$ cat config.mk
export PLATFORM = sky130hd
export DESIGN_NAME = multicycle_control
export DESIGN_NICKNAME = d
export VERILOG_FILES = /design/src/rtl/multicycle_control.sv
export SDC_FILE = /design/constraint.sdc
export NUM_CORES = 1
export LEC_CHECK = 0
export CAP_MARGIN = 20
export CELL_PAD_IN_SITES_DETAIL_PLACEMENT = 2
export CELL_PAD_IN_SITES_GLOBAL_PLACEMENT = 2
export CORE_MARGIN = 2
export CORE_UTILIZATION = 36
export CTS_CLUSTER_DIAMETER = 100
export DETAILED_ROUTE_END_ITERATION = 6
export DONT_BUFFER_PORTS = 1
export GPL_TIMING_DRIVEN = 0
export HOLD_SLACK_MARGIN = 0.1
export PLACE_DENSITY = 0.74
export SYNTH_ARGS = -nofsm -noshare
export SYNTH_HDL_FRONTEND = slang
export SYNTH_SLANG_ARGS = --single-unit
$ cat constraint.sdc
create_clock -name clk -period 2.6 [get_ports clk]
set_input_delay 0.26 -clock clk [delete_from_list [all_inputs] [get_ports clk]]
set_output_delay 0.26 -clock clk [all_outputs]
set_load 0.05 [all_outputs]
$ cat src/rtl/multicycle_control.sv
// multicycle_control: Moore FSM sequencing a shared multicycle MIPS datapath (R-type, lw, sw, beq, j; addi with ADDI_EN)
// Optional feature: define ADDI_EN to decode Op=001000 (addi) through EXEC_I/IWB; otherwise addi is illegal.
// Ports:
//   clk, rst          rising-edge clock, synchronous active-high reset
//   Op                instruction[31:26] from IR, stable from DECODE to instruction end
//   mem_ready         memory completes the current read/write this cycle
//   PCWrite..RegDst   datapath controls; all zero unless the current state asserts them
//   InstrDone         pulse on the final cycle of each retired instruction
//   IllegalOp         pulse in DECODE on an unsupported opcode
//   InstrCount        retired-instruction counter, wraps modulo 2^CNT_W
//   State             current state encoding for debug
module multicycle_control #(
  parameter int unsigned CNT_W = 16,
  parameter logic [5:0] JUMP_OP = 6'b000010
) (
  input  logic             clk,
  input  logic             rst,
  input  logic [5:0]       Op,
  input  logic             mem_ready,
  output logic             PCWrite,
  output logic             PCWriteCond,
  output logic             IorD,
  output logic             MemRead,
  output logic             MemWrite,
  output logic             IRWrite,
  output logic             MemtoReg,
  output logic [1:0]       PCSource,
  output logic [1:0]       ALUOp,
  output logic             ALUSrcA,
  output logic [1:0]       ALUSrcB,
  output logic             RegWrite,
  output logic             RegDst,
  output logic             InstrDone,
  output logic             IllegalOp,
  output logic [CNT_W-1:0] InstrCount,
  output logic [3:0]       State
);
`ifdef ADDI_EN
  localparam bit ADDI_ON = 1'b1;
`else
  localparam bit ADDI_ON = 1'b0;
`endif
  localparam logic [5:0] OP_LW = 6'b100011, OP_SW = 6'b101011, OP_R = 6'b000000;
  localparam logic [5:0] OP_BEQ = 6'b000100, OP_ADDI = 6'b001000;
  typedef enum logic [3:0] {
    S_IDLE, S_FETCH, S_DECODE, S_MEMADR, S_MEMRD, S_MEMWB, S_MEMWR,
    S_EXEC, S_RWB, S_BRANCH, S_JUMP, S_EXEC_I, S_IWB
  } state_t;
  typedef struct packed {
    logic       pcw;
    logic       pcwc;
    logic       iord;
    logic       mrd;
    logic       mwr;
    logic       m2r;
    logic [1:0] pcsrc;
    logic [1:0] aluop;
    logic       srca;
    logic [1:0] srcb;
    logic       rw;
    logic       rdst;
    logic       done;
  } ctl_t;
  state_t state_q, state_d, dec_nxt;
  ctl_t ctl_q;
  logic [CNT_W-1:0] cnt_q;
  // Per-state Moore controls; registered against the next state so they line up with state_q.
  function automatic ctl_t moore(state_t s);
    ctl_t c;
    c = '0;
    case (s)
      S_FETCH:  begin c.mrd = 1'b1; c.srcb = 2'b01; end
      S_DECODE: c.srcb = 2'b11;
      S_MEMADR: begin c.srca = 1'b1; c.srcb = 2'b10; end
      S_MEMRD:  begin c.mrd = 1'b1; c.iord = 1'b1; end
      S_MEMWB:  begin c.rw = 1'b1; c.m2r = 1'b1; c.done = 1'b1; end
      S_MEMWR:  begin c.mwr = 1'b1; c.iord = 1'b1; end
      S_EXEC:   begin c.srca = 1'b1; c.aluop = 2'b10; end
      S_RWB:    begin c.rw = 1'b1; c.rdst = 1'b1; c.done = 1'b1; end
      S_BRANCH: begin c.srca = 1'b1; c.aluop = 2'b01; c.pcwc = 1'b1; c.pcsrc = 2'b01; c.done = 1'b1; end
      S_JUMP:   begin c.pcw = 1'b1; c.pcsrc = 2'b10; c.done = 1'b1; end
      S_EXEC_I: if (ADDI_ON) begin c.srca = 1'b1; c.srcb = 2'b10; end
      S_IWB:    if (ADDI_ON) begin c.rw = 1'b1; c.done = 1'b1; end
      default:  c = '0;
    endcase
    return c;
  endfunction
  always_comb begin
    dec_nxt = (Op == OP_LW || Op == OP_SW) ? S_MEMADR :
              (Op == OP_R) ? S_EXEC :
              (Op == OP_BEQ) ? S_BRANCH :
              (Op == JUMP_OP) ? S_JUMP :
              (ADDI_ON && Op == OP_ADDI) ? S_EXEC_I : S_FETCH;
    state_d = S_FETCH;
    case (state_q)
      S_FETCH:  state_d = mem_ready ? S_DECODE : S_FETCH;
      S_DECODE: state_d = dec_nxt;
      S_MEMADR: state_d = (Op == OP_LW) ? S_MEMRD : S_MEMWR;
      S_MEMRD:  state_d = mem_ready ? S_MEMWB : S_MEMRD;
      S_MEMWR:  state_d = mem_ready ? S_FETCH : S_MEMWR;
      S_EXEC:   state_d = S_RWB;
      S_EXEC_I: state_d = ADDI_ON ? S_IWB : S_FETCH;
      default:  state_d = S_FETCH;
    endcase
    if (rst) state_d = S_IDLE;
  end
  always_ff @(posedge clk) begin
    state_q <= state_d;
    ctl_q   <= moore(state_d);
    cnt_q   <= rst ? '0 : cnt_q + CNT_W'(InstrDone);
  end
  // IRWrite/PCWrite in FETCH and completion in MEMWR follow mem_ready in the same cycle.
  assign IRWrite     = state_q == S_FETCH && mem_ready;
  assign PCWrite     = ctl_q.pcw | IRWrite;
  assign InstrDone   = ctl_q.done | (state_q == S_MEMWR && mem_ready);
  assign IllegalOp   = state_q == S_DECODE && dec_nxt == S_FETCH;
  assign PCWriteCond = ctl_q.pcwc;
  assign IorD        = ctl_q.iord;
  assign MemRead     = ctl_q.mrd;
  assign MemWrite    = ctl_q.mwr;
  assign MemtoReg    = ctl_q.m2r;
  assign PCSource    = ctl_q.pcsrc;
  assign ALUOp       = ctl_q.aluop;
  assign ALUSrcA     = ctl_q.srca;
  assign ALUSrcB     = ctl_q.srcb;
  assign RegWrite    = ctl_q.rw;
  assign RegDst      = ctl_q.rdst;
  assign InstrCount  = cnt_q;
  assign State       = state_q;
endmodule

# Yosys cells after proc, flatten, opt, wreduce, memory -nomap -nowiden
# Index checks and enable logic that the tools add are counted.
# op_classes
reduce_logical,10
eq_ne,21
n_bitwise,2
n_mux,23
addsub,1
# ops
operator,n
$eq 4x3->1 const B,7
$pmux 4 s6,1
$mux 4,5
$add 16x1->16,1
$eq 4x2->1 const B,4
$eq 4x1->1 const B,3
$eq 4x4->1 const B,3
$eq 6x6->1 const B,2
$mux 1,11
$pmux 2 s2,2
$eq 6x2->1 const B,1
$eq 6x3->1 const B,1
$logic_not 6->1,1
$pmux 2 s3,1
$reduce_or 2->1,3
$mux 2,2
$reduce_or 4->1,1
$logic_and 1x1->1,3
$mux 3,1
$reduce_or 3->1,1
$or 1x1->1,2
$logic_or 1x1->1,1
# totals
ff_bits,36
input_bits,9
elab_cells,72
output_inout_bits,38

# Longest topological paths before layout
# Gate-level depths: netlist of run 1.
# logic_depth
depth_word,10
mapped_depth,10
ltp_nobuf,9

# Worst setup path after synthesis of run 1
# Ideal clock, no wire load.
# synth_timing
path_kind,flip-flop to output port
startpoint,register state_q[0] (netlist: State[0])
endpoint,output port PCWrite
arrival_time_ps,2913
stages_incl_launch_ff,5
n_path_buf,1
required_time_ps,2340
slack_ps,-573
cell_sequence,dfxtp_1 > buf_4 > nand2_1 > nor4_1 > or2_2
# synth_via
elab_chain_len,3
# synth_rtl
element,line,rtl
from (decl),64,"state_t state_q, state_d, dec_nxt;"
from (signal assigned),108,state_q <= state_d;
$eq 4x1->1,113,assign IRWrite = state_q == S_FETCH && mem_ready;
$logic_and 1x1->1,113,
named net IRWrite,25,"output logic IRWrite,"
$or 1x1->1,114,assign PCWrite = ctl_q.pcw | IRWrite;
to (decl),20,"output logic PCWrite,"
# The timed path passes the listed nets, and every way through them passes these cells.

# Final worst setup path of run 1
# layout_timing
startpoint,register state_q[1] (netlist: State[1])
endpoint,register cnt_q[10] (netlist: InstrCount[10])
# layout_via
elab_chain_len,4
# layout_rtl
element,line,rtl
$eq 4x3->1,115,assign InstrDone = ctl_q.done | (state_q == S_MEMWR && mem_ready);
$logic_and 1x1->1,115,
$or 1x1->1,115,
named net InstrDone,33,"output logic InstrDone,"
$add 16x1->16,110,cnt_q <= rst ? '0 : cnt_q + CNT_W'(InstrDone);
to (signal assigned),110,
to (decl),66,logic [CNT_W-1:0] cnt_q;
# The timed path passes the listed nets, and every way through them passes these cells.
# A chain may end at the register's enable or synchronous reset.

==> results.md, run 1 <==
- HP Class: in2reg
- Placer Congestion: around 0.8
- Avg Cell Area, Syn: between 9 and 10 um2
- First-pass GRT wire length: slightly below 7 mm
- Leading area contributor after synthesis: dfxtp_1
- Die Y-Extent: 70.23 um
- Die Wd: 70.23 um
- Crit-path slowest cell: dfxtp_4
- Ys async rst share: 0%
- Share of cells above drive strength 1: between 20 and 25%
- Cell count after synthesis: between 150 and 200
- Clk sink count: 35
- Area delta synth->final: 16.80%
- CP Capture Type: flip-flop
- Area contributors post-synth: dfxtp_1 44%, nor2_1 6.9%, xnor2_1 4.4%
- Status: finished, final reports clean
- Synthesized flop and latch total: 35
- Register Area: 708.2 um2
- TritonRoute pass-1 iters: 4
- Clock power share: 47.6%
- Top FF cell, synth: dfxtp_1
- CP required: around 2800 ps
- Max Cap Viol: 0
- Final ANT Viol Nets: 0
- # DRC: 0
- Gr usage total: 17.27%
- CP Class: reg2reg
- Area of the multi-input gates: 798.3 um2
- Wire length per cell: 17.46 um
- CTS tree: built
- Root Driver: clkbuf_8
- Cell count of the worst hold path: 2
- Synth Cell Area: around 0.0016 mm2
- Post-Place Setup Slack: -256.2 ps
- Grt ovf: 0
- Peak VDD IR: around 0.00025 V
- RSZ-0062 raised after global routing: false
- Core Area: roughly 0.0043 mm2
- Power per cell area: 662.1 mW/mm2
- Commonest non-fill, non-tap cells in the layout: 31 x dfxtp_1, 28 x nor2_1, 13 x nand3_1, 9 x buf_4
- WHS Endpoint: InstrCount[15]
- Area of the die: between 0.004 and 0.005 mm2
- Max frequency: around 0.41 GHz
- Sequential share of the synthesized area: 44.37%
- Vias: between 1000 and 1500
- Synth Area in XOR/XNOR: 8.875%
- CP arrival: 2640 ps
- Post-synthesis compound-gate area fraction: under 10%
- CTS Buf Count: 5
- Initial Util: about 37%
- Worst r2r path cells: 10
- Crit start category: flip-flop
- Switching power of the nets: between 0.2 and 0.3 mW
- Initial DRC count: 12
- Fillers: between 400 and 500
- I/O pins: 47
- Final hold slack: roughly 200 ps
- Hold Startpoint: rst
- Post-DP HPWL: 3.022 mm
- Leak Pwr: about 0.7 nW
- Final setup fails: 0
- Total number of yosys warnings: 0
- Setup ws final: between 100 and 150 ps
- Largest family of logic cells by synthesized area: simple AND/OR/NAND/NOR gates
- Antenna cells: 0
- CTS max path bufs: 2
- Worst path cell trace: buf_6, nor2b_2, a41o_4, ha_2, ha_2, nand4_1, nor2_4, and3_1, xnor2_1, nor2_1
- Clk slew on worst S/H paths: approximately 80 ps
- Row count: 24
- DR vias/cell: between 5 and 6
- Final wirelength: about 4 mm
- Share of the synthesized area in the top cell type: around 44%
- Crit share post-route: between 90 and 100%
- Post-CTS Hold Fix Bufs: 0
- Distinct cell type count after synthesis: 46
- Sequential Power Share: between 40% and 50%
- R2r setup slk: 130 ps
- Worst skew pair latency: 290 ps
- RR Startpoint: State[1]
- Initial antenna violation count: 0
- Most common cell after layout, fill and taps aside: dfxtp_1
- Largest net degree at the start of global routing: 12
- Via count of the first global-routing pass: ~1300
- Max H-tree Level: 2
- Final slew viol count: 0
- Final hold violation count: 0
- Max incr delay on CP: 450 ps
- Max transition margin: between 40% and 50%
- Logic pwr share: under 10%
- IO buf count: 0
- Crit-path leading delay family: simple AND/OR/NAND/NOR gates
- CP most frequent cell: ha_2
- Clk_skew: 11.60 ps
- RR Endpoint: InstrCount[10]
- Simple-gate share of the synthesized area: ~28%
- Final #Nets: around 190
- Synth Area in Adders: around 1.6%
- P_int: about 0.95 mW
- Tmin final: 2467 ps
- Mapped Nets: around 180
- Switching share of power: a little over a fifth
- Worst-margin pin slew: 879.2 ps
- Number of synthesized flops with an enable pin: 0
- Multiplexer area fraction after synthesis: 0%
- Crit Path Max Fanout: 10
- CP bufs+invs: 1
==> synthesized netlist by cell type, types with 3 or more instances <==
| cell | n |
|---|---|
| nand3_1 | 13 |
| nor2_1 | 29 |
| nor4_1 | 3 |
| nor2b_1 | 4 |
| nor3_1 | 4 |
| xor2_1 | 8 |
| buf_4 | 7 |
| and3_1 | 3 |
| dfxtp_1 | 35 |
| a21oi_1 | 3 |
| inv_1 | 6 |
| xnor2_1 | 8 |
| nand2_1 | 8 |
==> flip-flops by register name (all words and copies together), names as in the netlist, 2 cells and up <==
signal,count
ALUSrcB,2
ALUOp,2
ctl_q,2
PCSource,2
InstrCount,16
State,4
==> power by group through the flow <==
stage / Combinational [mW] / Clock [mW] / Sequential (mW)
global route: 0.0862 / 0.619 / 0.561
CTS: 0.0792 / 0.593 / 0.561
global placement: 0.0747 / 0 / 0.573
finish: 0.0792 / 0.581 / 0.561
detailed placement: 0.0786 / 0 / 0.574
floorplan: 0.0646 / 0 / 0.572
==> kinds of logic (layout without fill, tap and decap cells) <==
| family | count (synthesis) | after routing |
|---|---|---|
| AO/OA/AOI/OAI | 18 | 18 |
| adder cells (fa/ha/maj) | 2 | 2 |
| XOR/XNOR | 16 | 16 |
| flip-flops | 35 | 35 |
| AND/OR/NAND/NOR | 82 | 82 |
| buffers and inverters | 19 | 29 |
==> worst max-delay path by stage <==
stage	endpoint	startpoint	slack, ps	cells past startpoint
2_1_floorplan	InstrCount[10]	State[2]	70	9
4_1_cts	InstrCount[10]	State[1]	-5	10
3_5_place_dp	InstrCount[10]	State[2]	-260	9
3_3_place_gp	InstrCount[10]	State[2]	-200	9
5_1_grt	InstrCount[10]	State[1]	2	10
6_report	InstrCount[10]	State[1]	130	10
==> worst register-to-register path, cell delays in order (launching register included) <==
cell	delay [ps]
dfxtp_4	450
buf_6	160
nor2b_2	160
a41o_4	340
ha_2	230
ha_2	210
nand4_1	190
nor2_4	230
and3_1	200
xnor2_1	130
nor2_1	60
==> cell type report <==
type | count | share of cell area (%)
plain buffers | 11 | 5.156
clock buffers | 6 | 3.935
clock inverters | 2 | 3.256
inverters | 8 | 1.628
multi-input cells | 118 | 43.28
flip-flops and latches | 35 | 38.40
well taps | 52 | 3.528
repair buffers | 2 | 0.8141
==> metal layers <==
layer | share of wire (%) | track usage (%) | up-vias
met3 | 4.6 | 5.916 | 4
met5 | 0 | 0 | -
met2 | 52 | 29.77 | 29
met4 | 0.71 | 3.846 | 0
li1 | - | - | 601
met1 | 43 | 20.66 | 615
==> repair_timing <==
action | in CTS | in global routing
pin swaps | 0 | 2
setup buffers | 0 | 1
hold endpoints to repair | 0 | 0
gates resized for setup | 7 | 7
setup endpoints to repair | 7 | 5
==> metrics by stage <==
stage                     cell area, um2  setup TNS, ps  std cells  utilization (%)  power [mW]
final                               1844              0        234            42.95       1.221
after global routing                1844              0        234            42.95       1.267
after CTS                           1818         -4.636        233            42.34       1.233
after detailed placement            1660          -1286        225            38.67      0.6521
after global placement              1653          -1002        224            38.49      0.6480
after floorplan                     1588              0        172                -      0.6366
Note: power is estimated with default switching activity, not from simulation.
==> run 2: changes to the inputs <==
Settings changed: GPL_TIMING_DRIVEN 0 to 1.
==> results.md, run 2 (synthesis results as in run 1) <==
- Status: finished, final reports clean
- Crit share post-route: 81.11% (-14 points)
- TritonRoute pass-1 iters: 4 (unchanged)
- # DRC: 0 (unchanged)
- Max transition margin: 37.35% (-3.8 points)
- Clk sink count: 35 (unchanged)
- Wire length per cell: 17.51 um (+0.29%)
- Max Cap Viol: 0 (unchanged)
- Post-DP HPWL: 3.283 mm (+8.6%)
- Root Driver: clkbuf_8
- CTS tree: built
- Final #Nets: 200 (+4.2%)
- Setup TNS: 0 ps (unchanged)
- Worst skew pair latency: 290 ps (about the same)
- CP required: 2760 ps (about the same)
- Grt ovf: 0 (unchanged)
- CP Class: reg2reg
- Crit Path Max Fanout: 4 (-6)
- CP bufs+invs: 0 (-1)
- Tmin final: 2109 ps (-358.4 ps)
- Cell count after placement: 233 (+3.6%)
- Final wirelength: 4.238 mm (+3.7%)
- Dpl cell area: 0.001727 mm2 (+4.0%)
- Gr usage total: 18.18% (+0.92 points)
- Die Wd: 70.23 um (unchanged)
- Fin cells: 242 (+3.4%)
- Clk_skew: 4.784 ps (-6.815 ps)
- Leak Pwr: 0.7272 nW (+3.8%)
- Crit-path slowest cell: dfxtp_2
- Final ANT Viol Nets: 0 (unchanged)
- CP arrival: 2270 ps (-370 ps)
- Worst r2r path cells: 9 (-1)
- Die Y-Extent: 70.23 um (unchanged)
- RR Startpoint: State[1]
- First-pass GRT wire length: 6.906 mm (+2.3%)
- Initial antenna violation count: 0 (unchanged)
- RR Endpoint: InstrCount[12]
- CTS Buf Count: 5 (unchanged)
- Via count of the first global-routing pass: 1368 (+3.2%)
- Worst path cell trace: nor2b_1, a41o_2, ha_1, ha_1, nand4_1, nor2_1, nand3_1, xor2_1, nor2_1
- Worst-margin pin slew: 938.4 ps (+59.18 ps)
- DR vias/cell: 5.298 (-0.75%)
- RSZ-0062 raised after global routing: false
- Initial DRC count: 19 (+7)
- Power per cell area: 562.8 mW/mm2 (-15%)
- Post-Place Setup Slack: 497.7 ps (+753.9 ps)
- Placer Congestion: 0.7972 (+1.7%)
- Vias: 1282 (+2.6%)
- Max incr delay on CP: 340 ps (-110 ps)
- Tot Pwr: 1.025 mW (-16%)
- Most common cell after layout, fill and taps aside: dfxtp_1
- Crit-path leading delay family: simple AND/OR/NAND/NOR gates
- Final setup fails: 0 (unchanged)
- Final slew viol count: 0 (unchanged)
- Hold Startpoint: rst
- Design area: 0.001822 mm2 (-1.2%)
- Setup ws final: 491.2 ps (+358.4 ps)
- Share of cells above drive strength 1: 23.16% (-1.0 points)
- Core Area: 0.004294 mm2 (unchanged)
- Area delta synth->final: 15.37%
- Antenna cells: 0 (unchanged)
- Crit start category: flip-flop
- Largest net degree at the start of global routing: 17 (+5)
- Commonest non-fill, non-tap cells in the layout: 34 x dfxtp_1, 29 x nor2_1, 19 x buf_4, 13 x nand3_1
- Max FFs per register: 16 (unchanged)
- Initial Util: 36.77% (unchanged)
- Peak VDD IR: 0.0003809 V (+49%)
- Max H-tree Level: 2 (unchanged)
- Clk slew on worst S/H paths: 70 ps (about the same)
- CTS max path bufs: 2 (unchanged)
- Cell count of the worst hold path: 2 (unchanged)
- Row count: 24 (unchanged)
- Max frequency: 0.4742 GHz (+17%)
- HP Class: in2reg
- R2r setup slk: 490 ps (+360 ps)
- Final hold violation count: 0 (unchanged)
- CP Capture Type: flip-flop
- WHS Endpoint: IorD
- IO buf count: 0 (unchanged)
- I/O pins: 47 (unchanged)
- Area of the die: 0.004932 mm2 (unchanged)
-- run 2: cell count changes in the layout (fill, tap and decap cells not counted), sizes merged --
| cell | delta |
|---|---|
| clkinvlp | +1 |
| clkbuf | -3 |
| bufinv | -2 |
| buf | +10 |
| clkinv | +1 |
| dlygate4sd3 | +1 |
-- run 2: repair_timing --
action                                  4_1_cts  5_1_grt
hold buffers                                  1        0
endpoints found under the setup margin        0        0
setup buffers                                 0        0
resized for setup                             0        0
hold endpoints to repair                     16        0
-- run 2: cell type report --
type,count,area [um2]
inverter,8,30.03
sequential,35,701.9
timing repair buffer,21,172.7
fill,477,2472
tap,52,65.06
multi-input combinational,118,767.0
clock inverter,2,12.51
clock buffer,6,72.57
-- run 2: worst max-delay path by stage --
stage	start	endpoint	cells past startpoint	slack [ps]
2_1_floorplan	State[2]	InstrCount[10]	9	70
3_3_place_gp	State[1]	InstrCount[10]	9	560
3_5_place_dp	State[1]	InstrCount[12]	9	500
4_1_cts	State[1]	InstrCount[12]	9	450
5_1_grt	State[1]	InstrCount[12]	9	280
6_report	State[1]	InstrCount[12]	9	490
-- run 2: where the power goes --
group          internal (mW)  total [mW]  switching (mW)  leakage, nW
clock network          0.187       0.382           0.195       0.0412
logic                 0.0290      0.0814          0.0524        0.402
registers              0.542       0.562          0.0192        0.284
total                  0.758        1.03           0.267        0.727
-- run 2: per-stage QoR --
stage / hold WS [ps] / util (%)
2_1_floorplan: 474.0 / -
3_3_place_gp: 335.0 / 40.21
3_5_place_dp: 339.1 / 40.21
4_1_cts: 148.0 / 42.42
5_1_grt: 157.2 / 42.42
6_report: 153.8 / 42.42
-- run 2: routing by layer --
layer	GRT usage, %	share of wire [%]	vias to the layer above
li1	-	-	614
met1	20.52	41	637
met2	31.76	53	26
met3	6.061	5.0	5
met4	6.410	0.90	0
met5	0	0	-
